### src/rtl/cpu_pkg.sv
// cpu_pkg: shared definitions for the simple CPU pipeline.
//   - default datapath width and architectural register count
//   - RV32I major opcodes (instr[6:0])
//   - immediate format selector used by the decode stage and imm_gen
package cpu_pkg;

  localparam int DATAWIDTH_DEF = 32;
  localparam int NUMREGS_DEF   = 32;

  localparam logic [6:0] OP     = 7'b0110011;
  localparam logic [6:0] OP_IMM = 7'b0010011;
  localparam logic [6:0] LOAD   = 7'b0000011;
  localparam logic [6:0] STORE  = 7'b0100011;
  localparam logic [6:0] BRANCH = 7'b1100011;
  localparam logic [6:0] LUI    = 7'b0110111;
  localparam logic [6:0] AUIPC  = 7'b0010111;
  localparam logic [6:0] JAL    = 7'b1101111;
  localparam logic [6:0] JALR   = 7'b1100111;

  typedef enum logic [2:0] {
    IMM_I,
    IMM_S,
    IMM_B,
    IMM_U,
    IMM_J,
    IMM_NONE
  } imm_fmt_e;

endpackage

### src/rtl/imm_gen.sv
// imm_gen: combinational immediate extraction for RV32I.
// Ports:
//   instr_i  in   instruction bits [31:7] (opcode field is not needed here)
//   fmt_i    in   immediate format selected by the decoder
//   imm_o    out  immediate sign-extended from instr bit 31 to DATAWIDTH
module imm_gen
  import cpu_pkg::*;
#(
  parameter int DATAWIDTH = DATAWIDTH_DEF
) (
  input  logic [31:7]          instr_i,
  input  imm_fmt_e             fmt_i,
  output logic [DATAWIDTH-1:0] imm_o
);

  logic [31:0] imm32;

  always_comb begin
    imm32 = '0;
    case (fmt_i)
      IMM_I:   imm32 = {{20{instr_i[31]}}, instr_i[31:20]};
      IMM_S:   imm32 = {{20{instr_i[31]}}, instr_i[31:25], instr_i[11:7]};
      IMM_B:   imm32 = {{19{instr_i[31]}}, instr_i[31], instr_i[7],
                        instr_i[30:25], instr_i[11:8], 1'b0};
      IMM_U:   imm32 = {instr_i[31:12], 12'b0};
      IMM_J:   imm32 = {{11{instr_i[31]}}, instr_i[31], instr_i[19:12],
                        instr_i[20], instr_i[30:21], 1'b0};
      default: imm32 = '0;
    endcase
  end

  // Widening cast of a signed value replicates bit 31 when DATAWIDTH > 32.
  assign imm_o = DATAWIDTH'($signed(imm32));

endmodule

### src/rtl/decode_stage.sv
// decode_stage: RV32I instruction decode, sitting just upstream of regbank.
// Ports:
//   clk_i, rst_i                 clock, asynchronous active-high reset
//   if_valid_i/if_ready_o        fetch handshake; if_instr_i, if_pc_i payload
//   rb_re_*_o, rb_raddr_*_o      regbank read ports (rs1 -> a, rs2 -> b)
//   rb_rdata_*_i                 regbank read data, same cycle as the address
//   wb_we_i, wb_waddr_i          snoop of the regbank write port
//   sb_clr_i, sb_clr_addr_i      downstream kill of a pending writer
//   flush_i                      discard the ID/EX register contents
//   ex_valid_o/ex_ready_i        execute handshake
//   ex_rs1_o..ex_we_o            registered ID/EX payload
// A pending-write scoreboard holds back any instruction whose sources or
// destination still have an in-flight writer.
module decode_stage #(
  parameter int NUMREGS   = 32,
  parameter int DATAWIDTH = 32
) (
  input  logic                       clk_i,
  input  logic                       rst_i,
  input  logic                       if_valid_i,
  output logic                       if_ready_o,
  input  logic [DATAWIDTH-1:0]       if_instr_i,
  input  logic [DATAWIDTH-1:0]       if_pc_i,
  output logic                       rb_re_a_o,
  output logic                       rb_re_b_o,
  output logic [$clog2(NUMREGS)-1:0] rb_raddr_a_o,
  output logic [$clog2(NUMREGS)-1:0] rb_raddr_b_o,
  input  logic [DATAWIDTH-1:0]       rb_rdata_a_i,
  input  logic [DATAWIDTH-1:0]       rb_rdata_b_i,
  input  logic                       wb_we_i,
  input  logic [$clog2(NUMREGS)-1:0] wb_waddr_i,
  input  logic                       sb_clr_i,
  input  logic [$clog2(NUMREGS)-1:0] sb_clr_addr_i,
  input  logic                       flush_i,
  output logic                       ex_valid_o,
  input  logic                       ex_ready_i,
  output logic [DATAWIDTH-1:0]       ex_rs1_o,
  output logic [DATAWIDTH-1:0]       ex_rs2_o,
  output logic [DATAWIDTH-1:0]       ex_imm_o,
  output logic [DATAWIDTH-1:0]       ex_instr_o,
  output logic [DATAWIDTH-1:0]       ex_pc_o,
  output logic [$clog2(NUMREGS)-1:0] ex_rd_o,
  output logic                       ex_we_o
);

  import cpu_pkg::*;

  localparam int AW = $clog2(NUMREGS);

  logic [6:0]           opcode;
  logic [AW-1:0]        rs1, rs2, rd;
  logic                 use_rs1, use_rs2, wr_rd, writes_rd;
  imm_fmt_e             fmt;
  logic [DATAWIDTH-1:0] imm;

  logic                 bypass_a, bypass_b, hazard, accept;

  logic [NUMREGS-1:0]   pend_q, pend_d;
  logic                 ex_valid_q, ex_valid_d;
  logic [DATAWIDTH-1:0] ex_rs1_q, ex_rs1_d;
  logic [DATAWIDTH-1:0] ex_rs2_q, ex_rs2_d;
  logic [DATAWIDTH-1:0] ex_imm_q, ex_imm_d;
  logic [DATAWIDTH-1:0] ex_instr_q, ex_instr_d;
  logic [DATAWIDTH-1:0] ex_pc_q, ex_pc_d;
  logic [AW-1:0]        ex_rd_q, ex_rd_d;
  logic                 ex_we_q, ex_we_d;

  assign opcode = if_instr_i[6:0];
  assign rs1    = AW'(if_instr_i[19:15]);
  assign rs2    = AW'(if_instr_i[24:20]);
  assign rd     = AW'(if_instr_i[11:7]);

  always_comb begin
    use_rs1 = 1'b0;
    use_rs2 = 1'b0;
    wr_rd   = 1'b0;
    fmt     = IMM_NONE;
    case (opcode)
      OP:     begin use_rs1 = 1'b1; use_rs2 = 1'b1; wr_rd = 1'b1; end
      OP_IMM: begin use_rs1 = 1'b1; wr_rd = 1'b1; fmt = IMM_I; end
      LOAD:   begin use_rs1 = 1'b1; wr_rd = 1'b1; fmt = IMM_I; end
      JALR:   begin use_rs1 = 1'b1; wr_rd = 1'b1; fmt = IMM_I; end
      STORE:  begin use_rs1 = 1'b1; use_rs2 = 1'b1; fmt = IMM_S; end
      BRANCH: begin use_rs1 = 1'b1; use_rs2 = 1'b1; fmt = IMM_B; end
      LUI:    begin wr_rd = 1'b1; fmt = IMM_U; end
      AUIPC:  begin wr_rd = 1'b1; fmt = IMM_U; end
      JAL:    begin wr_rd = 1'b1; fmt = IMM_J; end
      default: ;
    endcase
  end

  // Writes to x0 are architecturally discarded, so they never occupy the scoreboard.
  assign writes_rd = wr_rd & (rd != '0);

  imm_gen #(.DATAWIDTH(DATAWIDTH)) u_imm_gen (
    .instr_i (if_instr_i[31:7]),
    .fmt_i   (fmt),
    .imm_o   (imm)
  );

  assign rb_re_a_o    = use_rs1 & if_valid_i;
  assign rb_re_b_o    = use_rs2 & if_valid_i;
  assign rb_raddr_a_o = rs1;
  assign rb_raddr_b_o = rs2;

  // A source being written back this very cycle is forwarded by regbank, so
  // its pending bit need not stall. The destination check has no such bypass.
  assign bypass_a = wb_we_i & (wb_waddr_i == rs1);
  assign bypass_b = wb_we_i & (wb_waddr_i == rs2);
  assign hazard   = (use_rs1 & pend_q[rs1] & ~bypass_a)
                  | (use_rs2 & pend_q[rs2] & ~bypass_b)
                  | (writes_rd & pend_q[rd]);

  assign if_ready_o = ~rst_i & ~flush_i & ~hazard & (~ex_valid_q | ex_ready_i);
  assign accept     = if_valid_i & if_ready_o;

  // ID/EX next state: flush beats accept, accept beats drain.
  always_comb begin
    ex_valid_d = ex_valid_q;
    ex_rs1_d   = ex_rs1_q;
    ex_rs2_d   = ex_rs2_q;
    ex_imm_d   = ex_imm_q;
    ex_instr_d = ex_instr_q;
    ex_pc_d    = ex_pc_q;
    ex_rd_d    = ex_rd_q;
    ex_we_d    = ex_we_q;
    if (flush_i) begin
      ex_valid_d = 1'b0;
    end else if (accept) begin
      ex_valid_d = 1'b1;
      ex_rs1_d   = rb_rdata_a_i;
      ex_rs2_d   = rb_rdata_b_i;
      ex_imm_d   = imm;
      ex_instr_d = if_instr_i;
      ex_pc_d    = if_pc_i;
      ex_rd_d    = rd;
      ex_we_d    = writes_rd;
    end else if (ex_ready_i) begin
      ex_valid_d = 1'b0;
    end
  end

  // Scoreboard next state: clears first, then the set, so a same-cycle set wins.
  always_comb begin
    pend_d = pend_q;
    if (wb_we_i) pend_d[wb_waddr_i] = 1'b0;
    if (sb_clr_i) pend_d[sb_clr_addr_i] = 1'b0;
    if (flush_i && ex_valid_q && ex_we_q) pend_d[ex_rd_q] = 1'b0;
    if (accept && writes_rd) pend_d[rd] = 1'b1;
    pend_d[0] = 1'b0;
  end

  always_ff @(posedge clk_i or posedge rst_i) begin
    if (rst_i) begin
      pend_q     <= '0;
      ex_valid_q <= 1'b0;
      ex_rs1_q   <= '0;
      ex_rs2_q   <= '0;
      ex_imm_q   <= '0;
      ex_instr_q <= '0;
      ex_pc_q    <= '0;
      ex_rd_q    <= '0;
      ex_we_q    <= 1'b0;
    end else begin
      pend_q     <= pend_d;
      ex_valid_q <= ex_valid_d;
      ex_rs1_q   <= ex_rs1_d;
      ex_rs2_q   <= ex_rs2_d;
      ex_imm_q   <= ex_imm_d;
      ex_instr_q <= ex_instr_d;
      ex_pc_q    <= ex_pc_d;
      ex_rd_q    <= ex_rd_d;
      ex_we_q    <= ex_we_d;
    end
  end

  assign ex_valid_o = ex_valid_q;
  assign ex_rs1_o   = ex_rs1_q;
  assign ex_rs2_o   = ex_rs2_q;
  assign ex_imm_o   = ex_imm_q;
  assign ex_instr_o = ex_instr_q;
  assign ex_pc_o    = ex_pc_q;
  assign ex_rd_o    = ex_rd_q;
  assign ex_we_o    = ex_we_q;

endmodule
### config.mk
export PLATFORM = sky130hd
export DESIGN_NAME = decode_stage
export DESIGN_NICKNAME = d
export VERILOG_FILES = /design/src/rtl/cpu_pkg.sv /design/src/rtl/imm_gen.sv /design/src/rtl/decode_stage.sv
export SDC_FILE = /design/constraint.sdc
export NUM_CORES = 1
export LEC_CHECK = 0
export CAP_MARGIN = 20
export CORE_MARGIN = 1.5
export CORE_UTILIZATION = 47
export CTS_BUF_LIST = sky130_fd_sc_hd__clkbuf_16
export CTS_CLUSTER_DIAMETER = 40
export CTS_CLUSTER_SIZE = 25
export DETAILED_ROUTE_END_ITERATION = 10
export PLACE_DENSITY = 0.85
export SETUP_SLACK_MARGIN = 0.1
export SLEW_MARGIN = 15
export SYNTH_ARGS = -nofsm -noshare
export SYNTH_HDL_FRONTEND = slang
export SYNTH_SLANG_ARGS = --single-unit
### constraint.sdc
create_clock -name clk_i -period 8.2 [get_ports clk_i]
set_clock_uncertainty 0.05 [all_clocks]
set_input_delay 2.05 -clock clk_i [delete_from_list [all_inputs] [get_ports clk_i]]
set_output_delay 2.05 -clock clk_i [all_outputs]
set_load 0.02 [all_outputs]
==> results of run 1 <==
-- cell usage after synthesis (all sizes together) (7+ instances only) --
| cell type | number |
|---|---|
| clkbuf | 18 |
| nor2 | 17 |
| inv | 34 |
| nor3b | 11 |
| buf | 45 |
| a22oi | 31 |
| mux2 | 150 |
| mux4 | 14 |
| a21oi | 19 |
| nand3b | 7 |
| o21ai | 43 |
| mux2i | 32 |
| nand2 | 19 |
| o211ai | 33 |
| dfrtp | 193 |
-- cells in the final DEF (no fill, tap or decap), drive strengths merged, types with 5 or more instances in the layout --
master / synthesis / layout
mux2: 150 / 150
mux4: 14 / 14
and3: 5 / 5
buf: 45 / 6
clkdlybuf4s50: 0 / 324
dfrtp: 193 / 193
and3b: 5 / 5
o211ai: 33 / 33
clkinv: 0 / 8
mux2i: 32 / 32
nor2b: 5 / 5
nor2: 17 / 17
nand2: 19 / 19
clkbuf: 18 / 17
nor3b: 11 / 11
and2: 5 / 5
nand3: 5 / 5
o21ai: 43 / 43
nor3: 5 / 5
nand3b: 7 / 7
a21oi: 19 / 19
inv: 34 / 40
xnor2: 6 / 6
a22oi: 31 / 31
-- report_power, final --
group | switching (W) | total [W] | internal (W) | leakage [nW]
Clock | 0.000431 | 0.000848 | 0.000416 | 0.294
Sequential | 0.0000981 | 0.00120 | 0.00110 | 2.42
Combinational | 0.000420 | 0.000911 | 0.000491 | 2.84
Total | 0.000949 | 0.00295 | 0.00201 | 5.55
-- per-layer routing --
| layer | track usage, % | wire length [microns] | vias up |
|---|---|---|---|
| li1 | - | - | 3345 |
| met1 | 34.6 | 11800 | 3876 |
| met2 | 45.5 | 14700 | 432 |
| met3 | 5.71 | 2390 | 73 |
| met4 | 10.5 | 961 | 0 |
| met5 | 0 | 0 | - |
-- registers in the layout (all words and copies together), names as in the netlist --
signal      flops
ex_we_o         1
ex_rs1_o       32
ex_pc_o        32
pend_q         31
ex_rs2_o       32
ex_valid_o      1
ex_imm_o       32
ex_instr_o     32
-- stage by stage --
step	setup slack, ns	total power [W]
after floorplan	0.844	0.00167
after global placement	0.716	0.00210
after detailed placement	0.700	0.00212
after CTS	0.688	0.00297
after global routing	0.555	0.00307
final	0.637	0.00295
-- layout make-up --
type | count | area [sq um]
fillers | 1462 | 6810
flip-flops and latches | 193 | 4830
multi-input cells | 466 | 4340
repair buffers | 330 | 3300
clock buffers | 17 | 425
well taps | 270 | 338
clock inverters | 15 | 186
inverters | 34 | 135
diodes | 1 | 2.50
-- critical path: stages --
cell and delay, ns:
clkdlybuf4s50_1 1.14, mux4_2 0.60, mux2i_1 0.15, mux2i_1 0.09
a32oi_1 0.26, o311a_4 0.30, and2b_1 0.14, clkdlybuf4s50_1 0.71
-- cells by family after synthesis --
logic type | count (synthesis) | share of synthesized area (%)
AND/OR/NAND/NOR | 104 | 6.42
XOR/XNOR | 10 | 0.894
AO/OA/AOI/OAI | 156 | 10.8
flip-flops | 193 | 49.3
multiplexers | 196 | 26.1
buffers and inverters | 97 | 6.52
-- final timing paths --
| kind | end | cells past startpoint | slack (ns) |
|---|---|---|---|
| worst max-delay path | if_ready_o | 8 | 0.64 |
| worst min-delay path | ex_imm_o[3] | 1 | 0.46 |
| worst max register to register | ex_instr_o[17] | 8 | 4.55 |
| worst min register to register | ex_imm_o[3] | 1 | 0.46 |
| max in group asynchronous | ex_rs1_o[8] | 3 | 4.48 |
| min in group asynchronous | pend_q[21] | 2 | 2.19 |
==> impl_metrics.env, run 1 <==
export IMPL_post_cts_resized=0
export IMPL_antenna_found_initial=1
export IMPL_synthTopCellsByArea="dfrtp_1, mux2_2, mux2_4"
export IMPL_fin_crit_sh_pct=92.2
export IMPL_setup_tns_ns=0
export IMPL_start_util_pct=48.1
export IMPL_p_leak_nw=5.55
export IMPL_wl_microns=29800
export IMPL_post_drt_via_cell_ratio=5.83
export IMPL_cts_hold_buf=0
export IMPL_slew_violations=0
export IMPL_yosys_area_top_type="dfrtp_1"
export IMPL_ys_async_sr_fraction_pct=100
export IMPL_dp_cells=1293
export IMPL_start_kind="input port"
export IMPL_synth_area_per_cell_sq_um=13.0
export IMPL_critPathArrivalTime_ns=5.46
export IMPL_synth_warnings=0
export IMPL_cts_sinks=193
export IMPL_path_max_fanout=17
export IMPL_dieHeight_microns=147
export IMPL_clockRootBuffer="clkbuf_16"
export IMPL_outcome="finished, final reports clean"
export IMPL_cts_max_level=4
export IMPL_synth_edff_count=0
export IMPL_yosysUniqueCellTypes=60
export IMPL_clk_pin_slew_ns=0.07
export IMPL_core_region_area_sq_um=20400
export IMPL_design_portCount=325
export IMPL_hp_class="reg -> reg"
export IMPL_die_w_microns=147
export IMPL_critical_path_class="in -> out"
export IMPL_ys_flop_type="dfrtp_1"
export IMPL_cts_tree="done"
export IMPL_first_global_vias=7808
export IMPL_final_nets=1187
export IMPL_ant_nets=0
export IMPL_wire_per_inst_microns=22.5
export IMPL_place_congestion=0.967
export IMPL_setup_viol=0
export IMPL_synthCells=756
export IMPL_drive_gt1_share_pct=20.4
export IMPL_final_cell_area_sq_um=13600
export IMPL_numCtsBuffers=17
export IMPL_port_buffer_count=324
export IMPL_grt_start_max_net_pins=124
export IMPL_clock_fmax_ghz=0.132
export IMPL_drt_iter0_markers=584
export IMPL_hold_start="ex_imm_o[3]"
export IMPL_ys_seq_elements=193
export IMPL_synth_top_cell_area_share_pct=49.3
export IMPL_grt_overflow=0
export IMPL_end_kind="primary output"
export IMPL_fin_crit_ns=7.56
export IMPL_final_util_pct=66.6
export IMPL_clockBufferDepth=2
export IMPL_track_usage_pct=27.1
export IMPL_grt_setup_unrepaired="no"
export IMPL_slew_headroom_pct=31.5
export IMPL_syn_nets=901
export IMPL_drc=0
export IMPL_rr_startpoint="pend_q[23]"
export IMPL_hpwl_microns=21700
export IMPL_p_per_area_nw_per_um2=218
export IMPL_critPathRequiredTime_ns=6.10
export IMPL_syn_area_sq_um=9800
export IMPL_peakVddDrop_uv=145
export IMPL_hold_viol=0
export IMPL_fp_row_count=52
export IMPL_startpoint="if_instr_i[20]"
export IMPL_postPlaceCellArea_sq_um=12900
export IMPL_layout_cells_non_filler=1326
export IMPL_syn2layout_area_growth_pct=38.3
export IMPL_cap_violations=0
export IMPL_hold_slack_ns=0.457
export IMPL_grt_pass1_wl_microns=45300
export IMPL_clk_latency_ns=0.43
export IMPL_die_area_sq_um=21700
export IMPL_vias=7726
export IMPL_drt_pass1_iterations=6
export IMPL_post_cts_setup_buffers=0
export IMPL_yosysSeqAreaShare_pct=49.3
export IMPL_worstMarginPinSlew_ns=1.02
Power figures use the tool's default switching activity.
==> run 2, diff against run 1 <==
clock period = 8.4 ns   (was 8.2 ns; I/O delays follow)
==> run 2 against run 1 <==
Compared with the run above:
- via count is 0.43% higher
- total power down 1.6%
- register-to-register slack better by 0.19 ns
- sequential share of layout area fell by 0.085 points
- count of clock-buffer cells in the layout unchanged
- die area unchanged
- sequential cell count did not move
- combinational power is 2% lower
- clock power is 0.9% lower
- largest cell class unchanged
- highest routed layer unchanged
==> impl_metrics.env, run 2 (same netlist as run 1, synthesis figures left out) <==
export IMPL_cap_violations=0
export IMPL_hold_viol=0
export IMPL_port_buffer_count=324
export IMPL_cp_cell_sequence="clkdlybuf4s50_1 -> mux4_2 -> mux2i_1 -> mux2i_1 -> a32oi_1 -> o311a_4 -> and2b_1 -> clkdlybuf4s50_1"
export IMPL_critPathRequiredTime_ns=6.25
export IMPL_startpoint="if_instr_i[20]"
export IMPL_syn2layout_area_growth_pct=38.7
export IMPL_p_per_area_nw_per_um2=214
export IMPL_ff_latch_area_sq_um=4830
export IMPL_path_delay_family="buffers and inverters"
export IMPL_grt_setup_unrepaired="no"
export IMPL_final_common_cell="clkdlybuf4s50_1"
export IMPL_cts_max_level=4
export IMPL_dieHeight_microns=147
export IMPL_first_global_vias=7835
export IMPL_cts_hold_buf=0
export IMPL_rr_startpoint="pend_q[19]"
export IMPL_peakVddDrop_uv=132
export IMPL_clk_latency_ns=0.42
export IMPL_critPathArrivalTime_ns=5.48
export IMPL_cts_tree="done"
export IMPL_design_portCount=325
export IMPL_vias=7759
export IMPL_place_congestion=0.961
export IMPL_slew_headroom_pct=32.2
export IMPL_setup_viol=0
export IMPL_cts_sinks=193
export IMPL_start_kind="input port"
export IMPL_antenna_found_initial=1
export IMPL_hp_class="reg -> reg"
export IMPL_numCtsBuffers=17
export IMPL_ant_nets=0
export IMPL_drt_iter0_markers=616
export IMPL_wl_microns=30000
export IMPL_path_max_fanout=17
export IMPL_die_area_sq_um=21700
export IMPL_drive_gt1_share_pct=20.3
export IMPL_grt_start_max_net_pins=112
export IMPL_core_region_area_sq_um=20400
export IMPL_end_kind="primary output"
export IMPL_postPlaceCellArea_sq_um=12900
export IMPL_p_leak_nw=5.57
export IMPL_post_cts_resized=0
export IMPL_critical_path_class="in -> out"
export IMPL_slew_violations=0
export IMPL_fin_crit_sh_pct=90.8
export IMPL_fin_crit_ns=7.63
export IMPL_setup_tns_ns=0
export IMPL_outcome="finished, final reports clean"
export IMPL_multi_input_area_sq_um=4340
export IMPL_start_util_pct=48.1
export IMPL_drt_pass1_iterations=5
export IMPL_wire_per_inst_microns=22.6
export IMPL_final_cell_area_sq_um=13600
export IMPL_hold_slack_ns=0.457
export IMPL_layout_cells_non_filler=1327
export IMPL_hold_start="ex_pc_o[26]"
export IMPL_track_usage_pct=27.2
export IMPL_fillers=1490
export IMPL_worstMarginPinSlew_ns=1.01
export IMPL_slowest_delay_ns=1.12
export IMPL_die_w_microns=147
export IMPL_dp_cells=1294
export IMPL_grt_pass1_wl_microns=45200
export IMPL_grt_overflow=0
export IMPL_clock_fmax_ghz=0.131
export IMPL_clockRootBuffer="clkbuf_16"
export IMPL_clockBufferDepth=2
export IMPL_post_cts_setup_buffers=0
export IMPL_hpwl_microns=21800
export IMPL_clk_pin_slew_ns=0.07
export IMPL_final_util_pct=66.7
export IMPL_fp_row_count=52
export IMPL_final_nets=1189
export IMPL_post_drt_via_cell_ratio=5.85
export IMPL_slowest_stage="clkdlybuf4s50_1"
export IMPL_cp_buffers_inverters=2
export IMPL_layout_common_cells="clkdlybuf4s50_1, dfrtp_1, mux2_2, mux2_4, o21ai_0"
export IMPL_drc=0
==> run 2: cell count changes in the layout (fill, tap and decap cells not counted), sizes merged <==
cell / previous run / this run
inv: 40 / 39
clkinv: 8 / 5
buf: 6 / 8
bufinv: 0 / 3
==> run 2: layout make-up <==
type                       instances  share of cell area [%]
sequential                       193                    35.5
multi-input combinational        466                    31.9
timing repair buffer             332                    24.5
clock buffer                      17                    3.13
tap                              270                    2.49
clock inverter                    14                    1.35
inverter                          34                   0.994
antenna                            1                  0.0184
==> run 2: per-layer routing <==
layer / part of all wire (%) / GRT usage [%] / vias to the layer above / wire length (microns)
met5: 0 / 0 / - / 0
met4: 2.7 / 9.65 / 0 / 820
met3: 9.1 / 7.56 / 69 / 2740
met2: 51 / 46.7 / 455 / 15200
met1: 37 / 32.9 / 3881 / 11300
li1: - / - / 3354 / -
==> run 2: report_power, final <==
part	switching [W]	leakage (nW)	internal [W]
clock network	0.000366	0.299	0.000474
registers	0.0000993	2.42	0.00107
logic	0.000413	2.85	0.000482
total	0.000879	5.57	0.00203
==> run 2: worst paths after layout <==
path / endpoint / slack, ns / cells past startpoint
setup / recovery: if_ready_o / 0.77 / 8
hold / removal: ex_pc_o[26] / 0.46 / 1
setup reg to reg: ex_instr_o[30] / 4.74 / 8
hold reg to reg: ex_pc_o[26] / 0.46 / 1
max in group asynchronous: ex_instr_o[20] / 4.89 / 4
min in group asynchronous: pend_q[24] / 2.21 / 2
==> run 2: worst register-to-register path, stage by stage, from the launching register on <==
cell and delay, ns:
dfrtp_1 0.45, mux4_2 0.48, and2_1 0.18, a2111oi_2 0.38
nor4b_2 0.14, nor2_4 0.18, and2_4 0.75, buf_4 0.52
mux2_2 0.42
==> run 2: per-stage QoR <==
step	power (W)	worst slack, ns
after floorplan	0.00163	0.994
after global placement	0.00205	0.837
after detailed placement	0.00208	0.794
after CTS	0.00292	0.774
after global routing	0.00301	0.644
final	0.00291	0.771
